File: src/rtl/pkt_out_rd_sched_if.sv
// Bus bundle for the packet read-out scheduler: command pushes, the two
// packet-RAM read ports, the egress stream and the slot recycle ports.
interface pkt_out_rd_sched_if #(
  parameter int SLOT_AW = 4,
  parameter int LINE_AW = 7
);
  localparam int ADDR_W = SLOT_AW + LINE_AW;

  // Slot descriptors pushed by the buffer manager
  logic               cut_cmd_wr;
  logic [SLOT_AW-1:0] cut_cmd;
  logic               nocut_cmd_wr;
  logic [SLOT_AW-1:0] nocut_cmd;

  // Cut packet RAM read port
  logic               ram_rd;
  logic [ADDR_W-1:0]  ram_rd_addr;
  logic [138:0]       ram_data_q;

  // Nocut packet RAM read port
  logic               nocut_pkt_ram_rd;
  logic [ADDR_W-1:0]  nocut_pkt_ram_rd_addr;
  logic [138:0]       nocut_pkt_ram_data_q;

  // Egress stream and downstream fill level
  logic [138:0]       pkt_out_data;
  logic               pkt_out_valid;
  logic [7:0]         pkt_out_usedw;

  // Slot return ports
  logic [SLOT_AW-1:0] pkt_out_recycle_addr;
  logic               pkt_out_recycle_wr;
  logic [SLOT_AW-1:0] nocutpkt_out_recycle_addr;
  logic               nocutpkt_out_recycle_wr;

  // Status pulses
  logic [1:0]         cmd_ovf;
  logic               trunc_err;

  // Scheduler side
  modport master (
    input  cut_cmd_wr, cut_cmd, nocut_cmd_wr, nocut_cmd,
    input  ram_data_q, nocut_pkt_ram_data_q, pkt_out_usedw,
    output ram_rd, ram_rd_addr, nocut_pkt_ram_rd, nocut_pkt_ram_rd_addr,
    output pkt_out_data, pkt_out_valid,
    output pkt_out_recycle_addr, pkt_out_recycle_wr,
    output nocutpkt_out_recycle_addr, nocutpkt_out_recycle_wr,
    output cmd_ovf, trunc_err
  );

  // Environment side (buffer manager, RAMs, egress FIFO)
  modport slave (
    output cut_cmd_wr, cut_cmd, nocut_cmd_wr, nocut_cmd,
    output ram_data_q, nocut_pkt_ram_data_q, pkt_out_usedw,
    input  ram_rd, ram_rd_addr, nocut_pkt_ram_rd, nocut_pkt_ram_rd_addr,
    input  pkt_out_data, pkt_out_valid,
    input  pkt_out_recycle_addr, pkt_out_recycle_wr,
    input  nocutpkt_out_recycle_addr, nocutpkt_out_recycle_wr,
    input  cmd_ovf, trunc_err
  );
endinterface

File: src/rtl/pkt_out_rd_sched.sv
// Read-out scheduler for the cut and nocut packet buffer RAMs.
// Slot descriptors are queued per source in 4-deep FIFOs, arbitrated
// round-robin, and each granted slot is streamed line by line from its RAM to
// the egress port. Reads pause while the egress FIFO is above threshold. The
// packet ends on a tail word (or on the last line of the slot, which is then
// forced to a tail and flagged), after which the slot is returned through the
// source's recycle port. Index 1 of the per-source arrays is cut, 0 is nocut.
module pkt_out_rd_sched #(
  parameter int         SLOT_AW     = 4,
  parameter int         LINE_AW     = 7,
  parameter logic [7:0] FULL_THRESH = 8'd200
) (
  input logic                clk,
  input logic                reset,
  pkt_out_rd_sched_if.master bus
);

  localparam int                 ADDR_W    = SLOT_AW + LINE_AW;
  localparam int                 DEPTH     = 4;
  localparam logic [LINE_AW-1:0] LAST_LINE = {LINE_AW{1'b1}};
  localparam logic [LINE_AW-1:0] LINE_ONE  = {{(LINE_AW-1){1'b0}}, 1'b1};
  localparam logic [2:0]         TAG_TAIL  = 3'b110;

  typedef enum logic [1:0] {
    IDLE    = 2'd0,
    READ    = 2'd1,
    RECYCLE = 2'd2
  } state_t;

  state_t state;
  state_t state_nxt;

  // Command FIFO storage and status
  logic [SLOT_AW-1:0] fifo_mem  [2][DEPTH];
  logic [1:0]         wr_ptr    [2];
  logic [1:0]         rd_ptr    [2];
  logic [2:0]         count     [2];
  logic [SLOT_AW-1:0] push_data [2];
  logic [SLOT_AW-1:0] head      [2];
  logic [1:0]         push;
  logic [1:0]         pop;
  logic [1:0]         accept;
  logic [1:0]         not_empty;
  logic [1:0]         full;
  logic [1:0]         ovf;

  // Arbitration and packet context
  logic               grant;
  logic               gsel;
  logic               below_thresh;
  logic [SLOT_AW-1:0] slot;
  logic [LINE_AW-1:0] line;
  logic               src;
  logic               last_src;
  logic               stop_issue;
  logic               issue;

  // Return path
  logic               rd_d1;
  logic               last_d1;
  logic [138:0]       q_sel;
  logic               q_live;
  logic               q_tail;
  logic               pkt_end;
  logic               trunc_now;

  // Registered outputs
  logic [138:0]       out_data;
  logic               out_valid;
  logic               out_trunc;
  logic [SLOT_AW-1:0] cut_rcy_addr;
  logic               cut_rcy_wr;
  logic [SLOT_AW-1:0] nocut_rcy_addr;
  logic               nocut_rcy_wr;

  // FIFO occupancy flags and head-of-queue descriptors
  always_comb begin
    push         = {bus.cut_cmd_wr, bus.nocut_cmd_wr};
    push_data[1] = bus.cut_cmd;
    push_data[0] = bus.nocut_cmd;
    below_thresh = (bus.pkt_out_usedw <= FULL_THRESH);
    for (int i = 0; i < 2; i++) begin
      not_empty[i] = (count[i] != 3'd0);
      full[i]      = (count[i] == 3'd4);
      head[i]      = fifo_mem[i][rd_ptr[i]];
    end
  end

  // A push into a full FIFO is only taken when a pop frees a slot that cycle
  always_comb begin
    accept = 2'b00;
    for (int i = 0; i < 2; i++) begin
      accept[i] = push[i] & (~full[i] | pop[i]);
    end
  end

  // Qualify returning RAM data: only words from a read issued last cycle count
  always_comb begin
    q_sel     = src ? bus.ram_data_q : bus.nocut_pkt_ram_data_q;
    q_live    = rd_d1 && (state == READ);
    q_tail    = (q_sel[138:136] == TAG_TAIL);
    pkt_end   = q_live && (q_tail || last_d1);
    trunc_now = q_live && last_d1 && !q_tail;
  end

  // Next-state, grant selection and read-issue decision
  always_comb begin
    state_nxt = state;
    grant     = 1'b0;
    gsel      = 1'b0;
    pop       = 2'b00;
    issue     = 1'b0;
    case (state)
      IDLE: begin
        if ((|not_empty) && below_thresh) begin
          grant     = 1'b1;
          gsel      = (&not_empty) ? ~last_src : not_empty[1];
          pop       = gsel ? 2'b10 : 2'b01;
          state_nxt = READ;
        end else begin
          state_nxt = IDLE;
        end
      end
      READ: begin
        // A tail on the return path cancels the read that would follow it
        issue = below_thresh && !stop_issue && !(q_live && q_tail);
        if (pkt_end) begin
          state_nxt = RECYCLE;
        end else begin
          state_nxt = READ;
        end
      end
      RECYCLE: begin
        state_nxt = IDLE;
      end
      default: begin
        state_nxt = IDLE;
      end
    endcase
  end

  // Read strobes go only to the RAM of the source being serviced
  always_comb begin
    bus.ram_rd                = issue && src;
    bus.nocut_pkt_ram_rd      = issue && !src;
    bus.ram_rd_addr           = src ? {slot, line} : {ADDR_W{1'b0}};
    bus.nocut_pkt_ram_rd_addr = src ? {ADDR_W{1'b0}} : {slot, line};
  end

  // FSM state register
  always_ff @(posedge clk) begin
    if (reset) begin
      state <= IDLE;
    end else begin
      state <= state_nxt;
    end
  end

  // FIFO pointers, fill counts and the overflow pulse
  always_ff @(posedge clk) begin
    if (reset) begin
      for (int i = 0; i < 2; i++) begin
        wr_ptr[i] <= 2'd0;
        rd_ptr[i] <= 2'd0;
        count[i]  <= 3'd0;
      end
      ovf <= 2'b00;
    end else begin
      for (int i = 0; i < 2; i++) begin
        if (accept[i]) begin
          wr_ptr[i] <= wr_ptr[i] + 2'd1;
        end
        if (pop[i]) begin
          rd_ptr[i] <= rd_ptr[i] + 2'd1;
        end
        case ({accept[i], pop[i]})
          2'b10:   count[i] <= count[i] + 3'd1;
          2'b01:   count[i] <= count[i] - 3'd1;
          default: count[i] <= count[i];
        endcase
        ovf[i] <= push[i] & ~accept[i];
      end
    end
  end

  // FIFO storage; contents are don't-care while the entry is not counted
  always_ff @(posedge clk) begin
    for (int i = 0; i < 2; i++) begin
      if (accept[i]) begin
        fifo_mem[i][wr_ptr[i]] <= push_data[i];
      end
    end
  end

  // Latch the granted descriptor and advance the line pointer as reads issue
  always_ff @(posedge clk) begin
    if (reset) begin
      slot       <= {SLOT_AW{1'b0}};
      line       <= {LINE_AW{1'b0}};
      src        <= 1'b0;
      last_src   <= 1'b0;
      stop_issue <= 1'b0;
      rd_d1      <= 1'b0;
      last_d1    <= 1'b0;
    end else begin
      rd_d1   <= issue;
      last_d1 <= issue && (line == LAST_LINE);
      if (grant) begin
        slot       <= gsel ? head[1] : head[0];
        src        <= gsel;
        line       <= {LINE_AW{1'b0}};
        stop_issue <= 1'b0;
      end else if (issue) begin
        line <= line + LINE_ONE;
        if (line == LAST_LINE) begin
          stop_issue <= 1'b1;
        end
      end
      // Clearing last_src after reset leaves the cut source favoured
      if (state == RECYCLE) begin
        last_src <= src;
      end
    end
  end

  // Egress word, truncation flag and slot recycle pulses
  always_ff @(posedge clk) begin
    if (reset) begin
      out_data       <= 139'd0;
      out_valid      <= 1'b0;
      out_trunc      <= 1'b0;
      cut_rcy_addr   <= {SLOT_AW{1'b0}};
      cut_rcy_wr     <= 1'b0;
      nocut_rcy_addr <= {SLOT_AW{1'b0}};
      nocut_rcy_wr   <= 1'b0;
    end else begin
      out_valid    <= q_live;
      out_trunc    <= trunc_now;
      cut_rcy_wr   <= pkt_end && src;
      nocut_rcy_wr <= pkt_end && !src;
      if (q_live) begin
        out_data <= trunc_now ? {TAG_TAIL, q_sel[135:0]} : q_sel;
      end
      if (pkt_end && src) begin
        cut_rcy_addr <= slot;
      end
      if (pkt_end && !src) begin
        nocut_rcy_addr <= slot;
      end
    end
  end

  // Drive the registered results onto the bus
  always_comb begin
    bus.pkt_out_data              = out_data;
    bus.pkt_out_valid             = out_valid;
    bus.trunc_err                 = out_trunc;
    bus.cmd_ovf                   = ovf;
    bus.pkt_out_recycle_addr      = cut_rcy_addr;
    bus.pkt_out_recycle_wr        = cut_rcy_wr;
    bus.nocutpkt_out_recycle_addr = nocut_rcy_addr;
    bus.nocutpkt_out_recycle_wr   = nocut_rcy_wr;
  end

endmodule

File: src/flat_wrapper.sv
// flat-port wrapper written by rule: the top's interface ports become plain ports
module pkt_out_rd_sched_flat 
#(
  parameter int         SLOT_AW     = 4,
  parameter int         LINE_AW     = 7,
  parameter logic [7:0] FULL_THRESH = 8'd200
)
  (clk, reset, bus_cut_cmd_wr, bus_cut_cmd, bus_nocut_cmd_wr, bus_nocut_cmd, bus_ram_data_q, bus_nocut_pkt_ram_data_q, bus_pkt_out_usedw, bus_ram_rd, bus_ram_rd_addr, bus_nocut_pkt_ram_rd, bus_nocut_pkt_ram_rd_addr, bus_pkt_out_data, bus_pkt_out_valid, bus_pkt_out_recycle_addr, bus_pkt_out_recycle_wr, bus_nocutpkt_out_recycle_addr, bus_nocutpkt_out_recycle_wr, bus_cmd_ovf, bus_trunc_err);
  pkt_out_rd_sched_if #(.SLOT_AW(SLOT_AW), .LINE_AW(LINE_AW)) bus_i ();
  input logic clk;
  input logic reset;
  input wire logic [$bits(bus_i.cut_cmd_wr)-1:0] bus_cut_cmd_wr;
  input wire logic [$bits(bus_i.cut_cmd)-1:0] bus_cut_cmd;
  input wire logic [$bits(bus_i.nocut_cmd_wr)-1:0] bus_nocut_cmd_wr;
  input wire logic [$bits(bus_i.nocut_cmd)-1:0] bus_nocut_cmd;
  input wire logic [$bits(bus_i.ram_data_q)-1:0] bus_ram_data_q;
  input wire logic [$bits(bus_i.nocut_pkt_ram_data_q)-1:0] bus_nocut_pkt_ram_data_q;
  input wire logic [$bits(bus_i.pkt_out_usedw)-1:0] bus_pkt_out_usedw;
  output wire logic [$bits(bus_i.ram_rd)-1:0] bus_ram_rd;
  output wire logic [$bits(bus_i.ram_rd_addr)-1:0] bus_ram_rd_addr;
  output wire logic [$bits(bus_i.nocut_pkt_ram_rd)-1:0] bus_nocut_pkt_ram_rd;
  output wire logic [$bits(bus_i.nocut_pkt_ram_rd_addr)-1:0] bus_nocut_pkt_ram_rd_addr;
  output wire logic [$bits(bus_i.pkt_out_data)-1:0] bus_pkt_out_data;
  output wire logic [$bits(bus_i.pkt_out_valid)-1:0] bus_pkt_out_valid;
  output wire logic [$bits(bus_i.pkt_out_recycle_addr)-1:0] bus_pkt_out_recycle_addr;
  output wire logic [$bits(bus_i.pkt_out_recycle_wr)-1:0] bus_pkt_out_recycle_wr;
  output wire logic [$bits(bus_i.nocutpkt_out_recycle_addr)-1:0] bus_nocutpkt_out_recycle_addr;
  output wire logic [$bits(bus_i.nocutpkt_out_recycle_wr)-1:0] bus_nocutpkt_out_recycle_wr;
  output wire logic [$bits(bus_i.cmd_ovf)-1:0] bus_cmd_ovf;
  output wire logic [$bits(bus_i.trunc_err)-1:0] bus_trunc_err;
  assign bus_i.cut_cmd_wr = bus_cut_cmd_wr;
  assign bus_i.cut_cmd = bus_cut_cmd;
  assign bus_i.nocut_cmd_wr = bus_nocut_cmd_wr;
  assign bus_i.nocut_cmd = bus_nocut_cmd;
  assign bus_i.ram_data_q = bus_ram_data_q;
  assign bus_i.nocut_pkt_ram_data_q = bus_nocut_pkt_ram_data_q;
  assign bus_i.pkt_out_usedw = bus_pkt_out_usedw;
  assign bus_ram_rd = bus_i.ram_rd;
  assign bus_ram_rd_addr = bus_i.ram_rd_addr;
  assign bus_nocut_pkt_ram_rd = bus_i.nocut_pkt_ram_rd;
  assign bus_nocut_pkt_ram_rd_addr = bus_i.nocut_pkt_ram_rd_addr;
  assign bus_pkt_out_data = bus_i.pkt_out_data;
  assign bus_pkt_out_valid = bus_i.pkt_out_valid;
  assign bus_pkt_out_recycle_addr = bus_i.pkt_out_recycle_addr;
  assign bus_pkt_out_recycle_wr = bus_i.pkt_out_recycle_wr;
  assign bus_nocutpkt_out_recycle_addr = bus_i.nocutpkt_out_recycle_addr;
  assign bus_nocutpkt_out_recycle_wr = bus_i.nocutpkt_out_recycle_wr;
  assign bus_cmd_ovf = bus_i.cmd_ovf;
  assign bus_trunc_err = bus_i.trunc_err;
  pkt_out_rd_sched #(.SLOT_AW(SLOT_AW), .LINE_AW(LINE_AW), .FULL_THRESH(FULL_THRESH)) u_core (.clk(clk), .reset(reset), .bus(bus_i));
endmodule
File: config.mk
export PLATFORM = sky130hd
export DESIGN_NAME = pkt_out_rd_sched_flat
export DESIGN_NICKNAME = d
export VERILOG_FILES = /design/src/rtl/pkt_out_rd_sched_if.sv /design/src/rtl/pkt_out_rd_sched.sv /design/src/flat_wrapper.sv
export SDC_FILE = /design/constraint.sdc
export NUM_CORES = 1
export LEC_CHECK = 0
export CORE_AREA = 2 2 187 189
export CTS_CLUSTER_SIZE = 25
export DETAILED_ROUTE_END_ITERATION = 10
export DIE_AREA = 0 0 189 191
export GPL_ROUTABILITY_DRIVEN = 0
export HOLD_SLACK_MARGIN = 0.1
export PLACE_DENSITY = 0.58
export SETUP_SLACK_MARGIN = 0.4
export SLEW_MARGIN = 10
export SYNTH_ARGS = -nofsm -noshare
export SYNTH_HDL_FRONTEND = slang
export SYNTH_SLANG_ARGS = --single-unit
export TNS_END_PERCENT = 1
File: constraint.sdc
create_clock -name clk -period 3.2 [get_ports clk]
set_input_delay 0.48 -clock clk [delete_from_list [all_inputs] [get_ports clk]]
set_output_delay 0.48 -clock clk [all_outputs]
set_load 0.02 [all_outputs]
==> flow_metrics.py, run 1 <==
metrics = {
    "run_status": {
        "status": "finished clean",
    },
    "drt": {
        "drc": 0,
        "drt-pass1-iter-count": 4,
        "drtAntennaViolNets": 0,
        "vias": 8639,
        "drt_iter0_markers": 354,
        "wire_per_inst_um": 18.5,
        "wl_um": 34600,
        "vias_per_cell": 4.61,
    },
    "critical_path": {
        "path_max_fanout": 4,
        "crit_required_ns": 3.59,
        "crit_buf_inv": 2,
        "crit_family": "compound AO/OA/AOI/OAI gates",
        "arrival_ns": 3.07,
        "cp_slowest_cell": "clkdlybuf4s50_1",
        "critPathLaunchType": "input port",
        "cp_cell_sequence": "clkdlybuf4s50_1 > o211a_1 > a2111oi_4 > buf_4 > o211a_4 > ha_2 > nand2_2 > fa_2 > xor2_1 > mux2_2 > nor2_1",
        "path_class": "input port to flip-flop",
        "endpoint_kind": "flip-flop",
        "max_stage_delay_ns": 0.40,
    },
    "hold_path": {
        "hold_path.class": "input port to flip-flop",
    },
    "clock_tree": {
        "postCtsHoldBufs": 0,
        "cts_tree": "yes",
        "cts_root_buf": "clkbuf_16",
        "clockBufferDepth": 3,
        "htree_levels": 1,
        "clkLatencyLatePin_ns": 0.53,
        "cts_sinks": 217,
        "cts_buffers": 26,
        "clkTransAtPathRegs_ns": 0.06,
    },
    "final_layout": {
        "nFillCells": 3242,
        "fin_util_pct": 46.6,
        "final_layout_size_suffix_gt1_share_pct": 7.50,
        "seqCellArea_um2": 4810,
        "instances_no_fill": 1872,
        "fin_area_um2": 15900,
        "multiInputGateArea_um2": 4610,
        "syn_to_final_growth_pct": 64.4,
        "finalNetCount": 1712,
    },
    "timing": {
        "tightest_slew_ns": 0.832,
        "tns_ns": 0,
        "max_freq_ghz": 0.373,
        "slew_viol_final": 0,
        "post-route-period-util_pct": 83.8,
        "rsz0062_at_grt": "no",
        "finalHoldViolCount": 0,
        "setup_viol": 0,
        "final.setup_skew_ns": 0.0118,
        "hold_ws_ns": 0.379,
        "setup_ws_ns": 0.518,
        "min_period_ns": 2.68,
        "timing.slew.headroom_pct": 43.1,
    },
    "synthesis": {
        "synth_ff_type": "dfxtp_1",
        "yosysSeqAreaShare_pct": 49.6,
        "synth.largest_area_cell": "dfxtp_1",
        "yosysMostFrequentCell": "dfxtp_1",
        "syn_area_um2": 9680,
        "synth_edf_count": 46,
        "synth_top_cell_area_share_pct": 35.4,
        "synth.top_cells.by_area": "dfxtp_1 (35%), mux2i_1 (15%), edfxtp_1 (14%), a211oi_1 (11%), nor2_1 (6.4%)",
        "avgSynthCellArea_um2": 10.3,
        "synthArstFlopShare_pct": 0,
        "syn_nets": 1255,
        "yosys_warnings": 0,
        "yosys_register_bits": 217,
        "synthCells": 940,
        "yosysUniqueCellTypes": 51,
        "yosys-top-cells-count": "dfxtp_1 (171), nor2_1 (165), mux2i_1 (146)",
    },
    "placement": {
        "placed_cells": 1823,
        "place_worst_setup_slack_ns": -0.292,
        "dp_hpwl_um": 26500,
        "io_buffers": 474,
        "placed_area_um2": 15000,
    },
    "global_route": {
        "grt_pass1_wl_um": 50400,
        "antenna_found_initial": 4,
        "grt_pass1_vias": 8482,
        "track_usage_pct": 18.0,
        "overflow": 0,
        "grt_max_degree": 164,
    },
    "floorplanning": {
        "start_util_pct": 28.4,
        "row_count": 68,
        "dieWidth_um": 189,
        "dieArea_um2": 36100,
        "core-area_um2": 34100,
        "die_y_um": 191,
        "io_pins": 475,
    },
    "pwr": {
        "p_per_area_nw_per_um2": 546,
        "cellLeakagePower_nw": 5.62,
        "ir_drop_v": 0.000391,
        "finalPower_mw": 8.70,
    },
    "job": {
        "drv_cap": 0,
    },
}
==> final cells by class <==
cell class / instances / share of cell area, %
Inverter: 21 / 0.495
Clock inverter: 5 / 0.503
Timing Repair Buffer: 504 / 31.4
Clock buffer: 39 / 4.74
Sequential cell: 217 / 30.2
Tap cell: 455 / 3.58
Multi-Input combinational cell: 627 / 29.0
Antenna cell: 4 / 0.0629
==> cell usage in the layout (no fill, tap or decap), drive strengths merged, types with 18 or more instances in the layout <==
cell,n
dfxtp,171
a211oi,139
inv,23
mux2i,146
edfxtp,46
clkdlybuf4s50,468
buf,33
nor2,165
a21oi,18
clkbuf,39
==> power breakdown <==
group          switching, mW  leakage, nW  internal [mW]
registers              0.206         1.83           3.08
logic                   1.19         3.38           1.29
clock network           1.15        0.410           1.78
total                   2.55         5.62           6.15
==> sequential cells by signal, indices dropped and copies added, names as in the netlist <==
signal / flops
u_core.bus.nocutpkt_out_recycle_wr: 1
u_core.rd_ptr: 4
u_core.slot: 4
u_core.last_d1: 1
u_core.bus.pkt_out_valid: 1
u_core.fifo_mem: 32
u_core.bus.cmd_ovf: 2
u_core.last_src: 1
u_core.count: 6
u_core.wr_ptr: 4
u_core.bus.pkt_out_data: 139
u_core.state: 2
u_core.src: 1
u_core.stop_issue: 1
u_core.bus.pkt_out_recycle_wr: 1
u_core.bus.trunc_err: 1
u_core.line: 7
u_core.rd_d1: 1
u_core.bus.pkt_out_recycle_addr: 4
u_core.bus.nocutpkt_out_recycle_addr: 4
==> metal layers <==
| metal | share of wire (%) | global-route usage [%] | wire [µm] |
|---|---|---|---|
| met2 | 49 | 31.3 | 16800 |
| met1 | 42 | 22.2 | 14600 |
| met5 | 0 | 0 | 0 |
| met3 | 6.3 | 3.93 | 2170 |
| met4 | 3.0 | 5.23 | 1030 |
==> path summary, 6_finish.rpt <==
check | from | endpoint | slack [ns] | cells past startpoint
max | bus_pkt_out_usedw[4] | u_core.count[0][2] | 0.52 | 11
min | reset | u_core.bus.pkt_out_data[120] | 0.38 | 2
max reg2reg | u_core.count[1][0] | u_core.count[0][2] | 0.57 | 11
min reg2reg | u_core.bus.pkt_out_data[137] | u_core.bus.pkt_out_data[137] | 0.49 | 2
==> timing repair <==
item                       CTS  global route
gates resized for setup     12            20
setup buffers                0             1
pin swaps                    2             7
setup endpoints to repair    5             8
==> logic make-up (layout without fill, tap and decap cells) <==
group,after synthesis,in the layout,share of synthesized area (%)
and+or+nand+nor,262,262,12.3
DFF,217,217,49.6
AOI/OAI and AO/OA,189,189,14.5
muxes,156,156,17.2
buffers and inverters,96,569,3.83
adders and majority gates,17,17,2.28
xor gates and xnor gates,3,3,0.272
other,0,4,0
Note: power is estimated with default switching activity, not from simulation.
==> inputs of run 2 (changes only) <==
Clock period 3.2 ns to 2.7 ns, I/O delays scaled along.
==> flow_metrics.py, run 2 (synthesis gave the netlist of run 1 again) <==
metrics = {
    "run_status": {
        "status": "finished clean",
    },
    "clock_tree": {
        "postCtsHoldBufs": 0,
        "clkTransAtPathRegs_ns": 0.06,
        "cts_buffers": 26,
        "cts_root_buf": "clkbuf_16",
        "clkLatencyLatePin_ns": 0.52,
        "clockBufferDepth": 3,
        "cts_sinks": 217,
        "cts_tree": "yes",
        "htree_levels": 1,
    },
    "timing": {
        "hold_ws_ns": 0.273,
        "setup_ws_ns": 0.205,
        "post-route-period-util_pct": 92.4,
        "tightest_slew_ns": 0.844,
        "tns_ns": 0,
        "max_freq_ghz": 0.401,
        "finalHoldViolCount": 0,
        "min_period_ns": 2.49,
        "setup_viol": 0,
        "slew_viol_final": 0,
        "timing.slew.headroom_pct": 43.7,
        "rsz0062_at_grt": "yes",
        "final.setup_skew_ns": 0.00950,
    },
    "critical_path": {
        "path_class": "input port to flip-flop",
        "path_max_fanout": 4,
        "critPathLaunchType": "input port",
        "endpoint_kind": "flip-flop",
        "crit_required_ns": 3.08,
        "arrival_ns": 2.88,
    },
    "final_layout": {
        "final_layout_size_suffix_gt1_share_pct": 10.2,
        "fin_util_pct": 47.6,
        "seqCellArea_um2": 4810,
        "largest_register_ffs": 139,
        "layout_commonest_cell": "clkdlybuf4s50_1",
        "multiInputGateArea_um2": 4660,
        "instances_no_fill": 1906,
        "layout_common_cells": "clkdlybuf4s50_1 (463), dfxtp_1 (170), nor2_1 (165)",
        "syn_to_final_growth_pct": 67.7,
        "finalNetCount": 1743,
        "fin_area_um2": 16200,
        "nFillCells": 3200,
    },
    "placement": {
        "placed_cells": 1841,
        "dp_hpwl_um": 26400,
        "io_buffers": 474,
        "place_worst_setup_slack_ns": -0.722,
        "placed_area_um2": 15100,
    },
    "drt": {
        "wire_per_inst_um": 18.2,
        "vias_per_cell": 4.60,
        "vias": 8770,
        "drt_iter0_markers": 377,
        "wl_um": 34600,
        "drt-pass1-iter-count": 4,
        "drtAntennaViolNets": 0,
        "drc": 0,
    },
    "floorplanning": {
        "die_y_um": 191,
        "core-area_um2": 34100,
        "start_util_pct": 28.4,
        "io_pins": 475,
        "row_count": 68,
        "dieWidth_um": 189,
        "dieArea_um2": 36100,
    },
    "global_route": {
        "overflow": 0,
        "busiest_layer": "met2",
        "grt_pass1_wl_um": 50000,
        "antenna_found_initial": 5,
        "grtUsageMet1_pct": 22.4,
        "grt_max_degree": 103,
        "use_met2_pct": 30.7,
        "grt_pass1_vias": 8356,
        "use_met3_pct": 4.11,
        "track_usage_pct": 17.8,
    },
    "pwr": {
        "finalPower_mw": 10.6,
        "p_per_area_nw_per_um2": 656,
        "cellLeakagePower_nw": 5.79,
        "ir_drop_v": 0.000571,
    },
    "job": {
        "drv_cap": 0,
    },
    "hold_path": {
        "hold_path.class": "input port to flip-flop",
    },
}
run 2: power by group:
group	switching [mW]	internal, mW	leakage, nW
clock	1.38	2.19	0.419
combinational	1.52	1.69	3.54
sequential	0.219	3.65	1.83
run 2: per-layer routing:
metal | share of wire (%) | vias to the layer above | routed length, µm
met5 | 0 | - | 0
li1 | - | 4423 | -
met1 | 42 | 4009 | 14600
met2 | 49 | 300 | 17100
met3 | 6.8 | 38 | 2340
met4 | 1.8 | 0 | 622
run 2: worst max-delay path, stage by stage:
cell and delay, ns:
clkbuf_2 0.08, or3_4 0.40, a2111oi_4 0.50, o211a_1 0.34, ha_4 0.18, nand2_2 0.06
fa_2 0.35, xor2_2 0.15, mux2_4 0.31, nor2_1 0.09
run 2: final timing paths:
kind | from | slack, ns | to | depth (start not counted)
worst max register to register | u_core.count[0][1] | 0.23 | u_core.count[1][2] | 9
worst min register to register | u_core.bus.pkt_out_data[47] | 0.49 | u_core.bus.pkt_out_data[47] | 2
worst min-delay path | reset | 0.27 | u_core.bus.pkt_out_data[129] | 2
worst max-delay path | bus_pkt_out_usedw[1] | 0.21 | u_core.count[0][2] | 10
run 2: timing repair:
action | in CTS | in global routing
pin swaps | 16 | 15
endpoints found under the setup margin | 35 | 35
gates resized for setup | 37 | 19
buffers inserted | 9 | 5
run 2: area by class of cell:
class                      count  share of cell area, %
antenna                        5                 0.0771
clock buffer                  37                   4.58
sequential                   217                   29.6
tap                          455                   3.51
inverter                      21                  0.486
timing repair buffer         535                   32.2
clock inverter                 9                  0.771
multi-input combinational    627                   28.7
